`src/rtl/mul_div_unit_if.sv`:
```
// Issue/writeback bundle for the iterative multiply/divide unit.
// master = issue stage and write mux, slave = the unit.
interface mul_div_unit_if #(
    parameter int WIDTH  = 16,
    parameter int ADDR_W = 2
);
    logic              start;
    logic              op_div;
    logic [WIDTH-1:0]  src_a;
    logic [WIDTH-1:0]  src_b;
    logic [ADDR_W-1:0] dest;
    logic              flush;
    logic              wb_grant;
    logic              busy;
    logic              wb_wen;
    logic [ADDR_W-1:0] wb_addr;
    logic [WIDTH-1:0]  wb_data;

    modport master (
        output start, op_div, src_a, src_b, dest, flush, wb_grant,
        input  busy, wb_wen, wb_addr, wb_data
    );

    modport slave (
        input  start, op_div, src_a, src_b, dest, flush, wb_grant,
        output busy, wb_wen, wb_addr, wb_data
    );
endinterface

```
`src/rtl/mul_div_unit.sv`:
```
// Iterative shift-add multiplier / restoring divider, one bit per clock.
// Define MUL_DIV_UNIT_DIV_EN to build the divider; otherwise every op multiplies.
module mul_div_unit #(
    parameter int WIDTH  = 16,
    parameter int ADDR_W = 2
) (
    input  logic          clk,
    input  logic          resetn,
    mul_div_unit_if.slave bus
);
    localparam int CW = $clog2(WIDTH + 1);

    typedef enum logic [1:0] {IDLE, RUN, WB} state_t;

    state_t              state;
    state_t              state_nxt;
    logic [CW-1:0]       cnt;
    logic [2*WIDTH-1:0]  acc;
    logic [2*WIDTH-1:0]  acc_nxt;
    logic [2*WIDTH-1:0]  mul_nxt;
    logic [WIDTH:0]      mul_sum;
    logic [WIDTH-1:0]    opa;
    logic [ADDR_W-1:0]   dst;
    logic                accept;
    logic                last;
    logic                wen;

`ifdef MUL_DIV_UNIT_DIV_EN
    logic [WIDTH-1:0]    opb;
    logic                is_div;
    logic [2*WIDTH-1:0]  div_nxt;
    logic [WIDTH:0]      rem_sh;
    logic [WIDTH+1:0]    diff;
`else
    logic                unused_op_div;
    assign unused_op_div = bus.op_div;
`endif

    assign accept = (state == IDLE) && bus.start && !bus.flush;
    assign last   = (state == RUN) && (cnt == CW'(1));

    // State register.
    always_ff @(posedge clk or negedge resetn) begin
        if (!resetn) state <= IDLE;
        else         state <= state_nxt;
    end

    // Next state and write enable; flush overrides everything.
    always_comb begin
        state_nxt = state;
        wen       = 1'b0;
        unique case (state)
            IDLE: if (accept) state_nxt = RUN;
            RUN:  if (last) state_nxt = (dst == '0) ? IDLE : WB;
            WB: begin
                if (bus.wb_grant) begin
                    wen       = 1'b1;
                    state_nxt = IDLE;
                end
            end
            default: state_nxt = IDLE;
        endcase
        if (bus.flush) begin
            state_nxt = IDLE;
            wen       = 1'b0;
        end
    end

    // One iteration step: acc = {high, low}, low holds the multiplier
    // (multiply) or dividend/quotient (divide).
    always_comb begin
        mul_sum = {1'b0, acc[2*WIDTH-1:WIDTH]} + (acc[0] ? {1'b0, opa} : '0);
        mul_nxt = {mul_sum, acc[WIDTH-1:1]};
`ifdef MUL_DIV_UNIT_DIV_EN
        rem_sh = acc[2*WIDTH-1:WIDTH-1];
        diff   = {1'b0, rem_sh} - {2'b00, opb};
        if (!diff[WIDTH+1])
            div_nxt = {diff[WIDTH-1:0], acc[WIDTH-2:0], 1'b1};
        else
            div_nxt = {rem_sh[WIDTH-1:0], acc[WIDTH-2:0], 1'b0};
        acc_nxt = is_div ? div_nxt : mul_nxt;
`else
        acc_nxt = mul_nxt;
`endif
    end

    // Operand capture, iteration and result registers.
    always_ff @(posedge clk or negedge resetn) begin
        if (!resetn) begin
            cnt     <= '0;
            acc     <= '0;
            opa     <= '0;
            dst     <= '0;
            bus.wb_addr <= '0;
            bus.wb_data <= '0;
`ifdef MUL_DIV_UNIT_DIV_EN
            opb     <= '0;
            is_div  <= 1'b0;
`endif
        end else if (accept) begin
            cnt <= CW'(WIDTH);
            opa <= bus.src_a;
            dst <= bus.dest;
`ifdef MUL_DIV_UNIT_DIV_EN
            opb    <= bus.src_b;
            is_div <= bus.op_div;
            acc    <= {{WIDTH{1'b0}}, bus.op_div ? bus.src_a : bus.src_b};
`else
            acc <= {{WIDTH{1'b0}}, bus.src_b};
`endif
        end else if (state == RUN && !bus.flush) begin
            cnt <= cnt - CW'(1);
            acc <= acc_nxt;
            if (last) begin
                bus.wb_addr <= dst;
                bus.wb_data <= acc_nxt[WIDTH-1:0];
            end
        end
    end

    assign bus.busy   = (state != IDLE);
    assign bus.wb_wen = wen;
endmodule

```
`src/flat_wrapper.sv`:
```
// flat-port wrapper written by rule: the top's interface ports become plain ports
module mul_div_unit_flat 
#(
    parameter int WIDTH  = 16,
    parameter int ADDR_W = 2
)
  (clk, resetn, bus_start, bus_op_div, bus_src_a, bus_src_b, bus_dest, bus_flush, bus_wb_grant, bus_busy, bus_wb_wen, bus_wb_addr, bus_wb_data);
  mul_div_unit_if #(.WIDTH(WIDTH), .ADDR_W(ADDR_W)) bus_i ();
  input  logic clk;
  input  logic resetn;
  input wire logic [$bits(bus_i.start)-1:0] bus_start;
  input wire logic [$bits(bus_i.op_div)-1:0] bus_op_div;
  input wire logic [$bits(bus_i.src_a)-1:0] bus_src_a;
  input wire logic [$bits(bus_i.src_b)-1:0] bus_src_b;
  input wire logic [$bits(bus_i.dest)-1:0] bus_dest;
  input wire logic [$bits(bus_i.flush)-1:0] bus_flush;
  input wire logic [$bits(bus_i.wb_grant)-1:0] bus_wb_grant;
  output wire logic [$bits(bus_i.busy)-1:0] bus_busy;
  output wire logic [$bits(bus_i.wb_wen)-1:0] bus_wb_wen;
  output wire logic [$bits(bus_i.wb_addr)-1:0] bus_wb_addr;
  output wire logic [$bits(bus_i.wb_data)-1:0] bus_wb_data;
  assign bus_i.start = bus_start;
  assign bus_i.op_div = bus_op_div;
  assign bus_i.src_a = bus_src_a;
  assign bus_i.src_b = bus_src_b;
  assign bus_i.dest = bus_dest;
  assign bus_i.flush = bus_flush;
  assign bus_i.wb_grant = bus_wb_grant;
  assign bus_busy = bus_i.busy;
  assign bus_wb_wen = bus_i.wb_wen;
  assign bus_wb_addr = bus_i.wb_addr;
  assign bus_wb_data = bus_i.wb_data;
  mul_div_unit #(.WIDTH(WIDTH), .ADDR_W(ADDR_W)) u_core (.clk(clk), .resetn(resetn), .bus(bus_i));
endmodule
```
`config.mk`:
```
export PLATFORM = sky130hd
export DESIGN_NAME = mul_div_unit_flat
export DESIGN_NICKNAME = d
export VERILOG_FILES = /design/src/rtl/mul_div_unit_if.sv /design/src/rtl/mul_div_unit.sv /design/src/flat_wrapper.sv
export SDC_FILE = /design/constraint.sdc
export NUM_CORES = 1
export LEC_CHECK = 0
export CORE_MARGIN = 2
export CORE_UTILIZATION = 49
export CTS_CLUSTER_SIZE = 30
export DETAILED_ROUTE_END_ITERATION = 10
export GPL_ROUTABILITY_DRIVEN = 0
export HOLD_SLACK_MARGIN = 0.03
export PLACE_DENSITY = 0.83
export SETUP_SLACK_MARGIN = 0.5
export SYNTH_ARGS = -nofsm -noshare
export SYNTH_HDL_FRONTEND = slang
export SYNTH_SLANG_ARGS = --single-unit
```
`constraint.sdc`:
```
create_clock -name clk -period 2.7 [get_ports clk]
set_input_delay 0.54 -clock clk [delete_from_list [all_inputs] [get_ports clk]]
set_output_delay 0.54 -clock clk [all_outputs]
set_load 0.02 [all_outputs]
```
### Yosys cells after proc, flatten, opt, wreduce, memory -nomap -nowiden

Index checks and enable logic that the tools add are counted.
Widths: inputs -> output; s select.

* logic and storage cells: 41
* register bits after elaboration: 75
* input bits: 40

* $add $sub $neg: 2
* reduce and logical (&&, ||, !) cells: 11
* eq/ne operators: 6
* bitwise gates (word level): 1
* multiplexer cells: 14

Operator list (number)
* $mux 32: 2
* $add 16x17->17: 1
* $mux 16: 1
* $mux 2: 5
* $mux 5: 2
* $ne 3x2->1 const B: 2
* $pmux 2 s3: 1
* $reduce_and 3->1: 2
* $eq 5x1->1 const B: 1
* $sub 5x1->5 const B: 1
* $logic_and 1x1->1: 4
* $logic_not 2->1: 2
* $reduce_bool 2->1: 2
* $mux 1: 3
* $ne 3x3->1 const B: 1
* $eq 2x1->1 const B: 1
* $eq 2x2->1 const B: 1
* $logic_not 1->1: 1
* $not 1->1: 1

### Longest topological paths before layout

Gate-level depths: netlist of the first run.

* word-level depth: 6
* depth in mapped cells: 9
* gate-level depth less buffers: 8

### Worst setup path after synthesis of the first run

Ideal clock, no wire load.

* kind: register -> register
* start point: register u_core.acc[0]
* end point: register u_core.acc[27]
* cell stages (with the launch flop): 10
* path slack: 0.074 ns
* arrival: 2.504 ns
* setup time: 0.122 ns
* path through: dfrtp_1 clkbuf_1 and2_1 ha_1 fa_1 a21o_2 a311oi_2 nor3_1 or3_1 a32o_1

* cells in the longest elaborated chain, start to end: 4

Ends and longest elaborated chain
* from (decl): RTL line mul_div_unit.sv:18 `logic [2*WIDTH-1:0] acc;`
* from (signal assigned): RTL line mul_div_unit.sv:109 `acc <= {{WIDTH{1'b0}}, bus.src_b};`
* from (signal assigned): RTL line mul_div_unit.sv:113 `acc <= acc_nxt;`
* $mux 16: RTL line mul_div_unit.sv:72 `mul_sum = {1'b0, acc[2*WIDTH-1:WIDTH]} + (acc[0] ? {1'b0, opa} : '0);`
* $add 16x17->17: RTL line mul_div_unit.sv:72
* $mux 32: RTL line mul_div_unit.sv:111 `end else if (state == RUN && !bus.flush) begin`
* $mux 32: RTL line mul_div_unit.sv:100 `end else if (accept) begin`

No other way between the ends. The select of a mux whose other input is x is not followed.
A chain may end at the register's enable or synchronous reset.

### Worst setup path in the final report of the first run

* start point: register u_core.acc[0]
* end point: register u_core.acc[29]

Same word-level chain as after synthesis.

==> results of run 1 <==
[power by group]
| part | internal (mW) | leakage [nW] | switching [mW] | total (mW) |
|---|---|---|---|---|
| Combinational | 0.705 | 1.31 | 0.729 | 1.43 |
| Sequential | 1.42 | 0.963 | 0.237 | 1.66 |
| Clock | 0.616 | 0.113 | 0.451 | 1.07 |
[placed cells by master, fill, tap and decap left out, drive strengths merged, types with 12 or more instances in the layout]
master / Yosys / final
buf: 4 / 28
clkdlybuf4s50: 0 / 55
a21oi: 15 / 15
ha: 18 / 18
nor2: 12 / 12
o21ai: 15 / 15
and2: 18 / 18
nand2: 111 / 111
mux2: 18 / 18
dfrtp: 75 / 75
[layout make-up]
cell class	instances	area, um^2	area share
repair buffers	85	788	0.152
multi-input cells	298	2140	0.412
clock inverters	6	114	0.0219
inverters	3	11.3	0.00217
clock buffers	10	128	0.0246
well taps	102	128	0.0246
flip-flops and latches	75	1880	0.363
[logic make-up (layout without fill, tap and decap cells)]
group / Yosys count / after routing / synth area share
buffers and inverters: 19 / 104 / 0.0227
flip-flops: 75 / 75 / 0.487
multiplexers: 18 / 18 / 0.0527
AND/OR/NAND/NOR: 167 / 167 / 0.200
XOR/XNOR: 11 / 11 / 0.0250
AO/OA/AOI/OAI: 83 / 83 / 0.149
adder cells (fa/ha/maj): 19 / 19 / 0.0637
[routing by layer]
layer,vias to the layer above,share of wire,GRT usage
met4,0,0.032,0.119
met5,-,0,0
met2,133,0.50,0.392
met3,37,0.054,0.0561
met1,1630,0.41,0.315
li1,1538,-,-
[worst paths after layout]
path	to	slack, ps
setup / recovery	u_core.acc[29]	270
hold / removal	u_core.acc[8]	210
setup reg to reg	u_core.acc[29]	270
hold reg to reg	u_core.opa[9]	480
max in group asynchronous	u_core.acc[20]	1800
min in group clk	u_core.opa[9]	480
[what timing repair did]
item | CTS | global route
hold buffers | 0 | 0
resized for setup | 29 | 23
pin swaps | 16 | 13
setup endpoints to repair | 9 | 12
setup buffers | 9 | 1
[flip-flops by register name (all words and copies together), names as in the netlist]
signal              flops
u_core.bus.wb_data     16
u_core.cnt              5
u_core.bus.wb_addr      2
u_core.state            2
u_core.dst              2
u_core.opa             16
u_core.acc             32
[through the flow]
stage | cell area, um^2 | hold WS (ps) | worst slack [ps] | utilization
final | 5190 | 208 | 272 | 0.675
after global routing | 5190 | 265 | 227 | 0.675
after CTS | 5110 | 225 | 241 | 0.665
after detailed placement | 4650 | 459 | 204 | 0.605
after global placement | 4650 | 456 | 226 | 0.605
after floorplan | 3880 | 244 | 251 | -
[critical path: stages, from the launching register on]
cell      delay (ps)
dfrtp_2          430
buf_4            140
buf_4            130
and2_4           140
ha_4             240
a21o_1           220
a311oi_4         380
buf_4            180
nor4b_2           50
o31a_1           240
o31ai_2          190
==> results.toml, run 1 <==
[sta]
rsz0062_at_grt = "yes"
finalMaxSlewViolations = 0
fmax_mhz = 412
hold_viol_final = 0
setup-violations-final = 0
min_period_over_period = 0.899
tightestPinTransition_ps = 666
fin_skew_ps = 14.8
fin_crit_ps = 2430
relSlewSlack = 0.556
fin_setup_tns_ps = 0

[synthesis]
synthArstFlopShare = 1.00
synth_edf_count = 0
yosysTopAreaCell = "dfrtp_1"
ys_ff_latch = 75
netlist.area_leader.share = 0.487
synthMostInstantiatedCell = "nand2_1"
synth_common_cells = "nand2_1 (110), dfrtp_1 (75), and2_1 (18), ha_1 (18), o21ai_0 (15)"
synthCells = 392
yosysSeqAreaShare = 0.487
synth.cell_area_um2 = 3850
yosys-top-cells-area = "dfrtp_1 (49%), nand2_1 (11%), ha_1 (5.8%), and2_1 (2.9%), mux2_1 (2.9%)"
syn_area_per_cell_um2 = 9.82
syn_nets = 451
yosys_warnings = 0
synth_flop_cell = "dfrtp_1"
ys_types = 50

[pwr]
peakVddDrop_mv = 0.507
power.total_mw = 4.16
cellLeakagePower_nw = 2.38
powerDensity_nw_per_um2 = 802

[clocking]
clk_latency_ps = 370
clockRootBuffer = "clkbuf_8"
cts_tree = "done"
clkSinkCount = 75
path_clk_slew_ps = 90
clockBufferDepth = 2
cts_inserted_buffers = 9
htree_levels = 3

[drt]
routed_wl_mm = 10.1
ant_nets = 0
drc = 0
via_count = 3338
viasPerCell = 5.77
drtIter0Drc = 293
wire_per_inst_um = 17.5
first_pass_iters = 4

[worst_hold_path]
min_path_type = "input pin to asynchronous set/reset pin"

[setup_path]
reg2reg_from = "u_core.acc[0]"
cp-start-kind = "flop"
crit_start = "u_core.acc[0]"
critPathRequiredTime_ps = 2980
end_kind = "flop"
reg2reg_depth = 10
cp.arrival_ps = 2710
worstPathMaxFanout = 4
worstSetupPathType = "flop to flop"

[cells_and_area]
final-instance-count-excl-fill = 579
drive_gt1_frac = 0.201
n_antenna_cell = 0
synthToLayoutAreaGrowth_pct = 34.7
fin_nets = 531
nFillCells = 568

[placement]
port-buffer-count = 58
place_hpwl_mm = 6.36
dpl.cell_count = 553

[global_routing]
grt_pass1_wl_mm = 16.5
grt_antenna_before_repair = 0
grt_max_degree = 31
grt-ovfl-total = 0
grt_pass1_vias = 3426
track_usage = 0.245

[floorplanning]
ios = 60
die_height_um = 92.6
std_cell_rows = 32
initial_core_util = 0.501
dieArea_um2 = 8580
die_w_um = 92.6
core_um2 = 7690

[job]
maxCapViolCount = 0

[run_status]
outcome = "finished clean"
Power figures use the tool's default switching activity.
==> run 2: changes to the inputs <==
Settings changed: CORE_ASPECT_RATIO set to 2, SETUP_SLACK_MARGIN 0.5 to 0.3.
==> results.toml, run 2 (synthesized netlist as in run 1, its figures left out) <==
[run_status]
outcome = "finished clean"

[setup_path]
reg2reg_from = "u_core.acc[0]"
worstPathMaxFanout = 5
cp.arrival_ps = 2800
cpPeakStageDelay_ps = 430
cp_slowest_cell = "dfrtp_2"
critPathRequiredTime_ps = 2930
path_buf_inv = 0
crit_start = "u_core.acc[0]"
worstSetupPathType = "flop to flop"
end_kind = "flop"
cp-start-kind = "flop"
path_delay_family = "compound AO/OA/AOI/OAI gates"
crit_path_cell_trace = "and2_4, ha_4, fa_2, a21o_4, a311oi_4, nor3_2, or3_1, a32o_1"

[cells_and_area]
top_register = "u_core.acc"
multi_input_area_um2 = 2060
reg_top3 = "u_core.acc: 32 flops, u_core.bus.wb_data: 16 flops, u_core.opa: 16 flops"
ff_latch_area_um2 = 1880
fin_nets = 525
final_cell_mix = "nand2_1 (110), dfrtp_1 (74), clkdlybuf4s50_1 (56)"
drive_gt1_frac = 0.155
layout_commonest_cell = "nand2_1"
final-instance-count-excl-fill = 565
utilization = 0.676
final_area_um2 = 5140
nFillCells = 582
largest_register_ffs = 32
n_antenna_cell = 0
synthToLayoutAreaGrowth_pct = 33.5

[sta]
hold_viol_final = 0
fin_ws_ps = 130
min_period_over_period = 0.952
relSlewSlack = 0.668
rsz0062_at_grt = "yes"
fin_crit_ps = 2570
setup-violations-final = 0
fin_skew_ps = 4.60
finalMaxSlewViolations = 0
fmax_mhz = 389
tightestPinTransition_ps = 497
whs_ps = 222
fin_setup_tns_ps = 0

[global_routing]
grt-ovfl-total = 0
grt_max_degree = 76
grt_pass1_wl_mm = 15.7
grt_antenna_before_repair = 0
grt_pass1_vias = 3495
track_usage = 0.239

[drt]
wire_per_inst_um = 17.1
drc = 0
viasPerCell = 5.78
drtIter0Drc = 191
first_pass_iters = 4
ant_nets = 0
routed_wl_mm = 9.66
via_count = 3266

[clocking]
path_clk_slew_ps = 60
clk_latency_ps = 340
cts_tree = "done"
clockBufferDepth = 2
clockRootBuffer = "clkbuf_16"
cts_inserted_buffers = 9
clkSinkCount = 75
htree_levels = 3

[floorplanning]
initial_core_util = 0.507
std_cell_rows = 45
dieArea_um2 = 8620
core_um2 = 7600
ios = 60
die_height_um = 129
die_w_um = 66.7

[placement]
place_hpwl_mm = 6.46
port-buffer-count = 58
dpl.cell_count = 542
place_area_um2 = 4600
dp_slack_ps = 159

[job]
maxCapViolCount = 0

[pwr]
power.total_mw = 4.32
powerDensity_nw_per_um2 = 841
peakVddDrop_mv = 0.647
cellLeakagePower_nw = 2.39

[worst_hold_path]
min_path_type = "input pin to asynchronous set/reset pin"
run 2: cell types whose count changed in the layout (fill, tap and decap cells not counted), moves of 3 or more:
cell,before,now
buf_4,25,20
clkbuf_16,0,9
o21ai_1,4,1
o21ai_0,9,14
clkbuf_8,9,2
run 2: final cells by class:
type                       instances  area share
clock buffer                      12      0.0499
clock inverter                     4      0.0141
inverter                           3     0.00219
multi-input combinational        298       0.401
sequential                        75       0.365
tap                               94      0.0229
timing repair buffer              79       0.145
run 2: worst paths after layout:
| path | to | slack (ps) | cells after the start |
|---|---|---|---|
| setup / recovery | u_core.acc[27] | 130 | 8 |
| hold / removal | u_core.bus.wb_addr[1] | 220 | 2 |
| setup reg to reg | u_core.acc[27] | 130 | 8 |
| hold reg to reg | u_core.opa[9] | 470 | 2 |
| max in group asynchronous | u_core.acc[0] | 2150 | 2 |
| min in group clk | u_core.opa[9] | 470 | 2 |
run 2: power breakdown:
| part | switching (mW) | total (mW) | leakage, nW | internal [mW] |
|---|---|---|---|---|
| Clock | 0.456 | 1.31 | 0.159 | 0.858 |
| Sequential | 0.237 | 1.66 | 0.966 | 1.43 |
| Combinational | 0.683 | 1.35 | 1.26 | 0.665 |
| Total | 1.38 | 4.32 | 2.39 | 2.95 |
run 2: metal layers:
layer  wire length [um]  global-route usage  part of all wire
met1               3450               0.242              0.36
met3                404              0.0495             0.042
met5                  0                   0                 0
met4                365               0.113             0.038
met2               5450               0.448              0.56
run 2: repair_timing:
| item | 4_1_cts | 5_1_grt |
|---|---|---|
| gates resized for setup | 5 | 21 |
| pin swaps | 0 | 12 |
| setup endpoints to repair | 4 | 5 |
| buffers inserted | 0 | 7 |
| hold buffers | 0 | 0 |
| gates cloned | 0 | 0 |
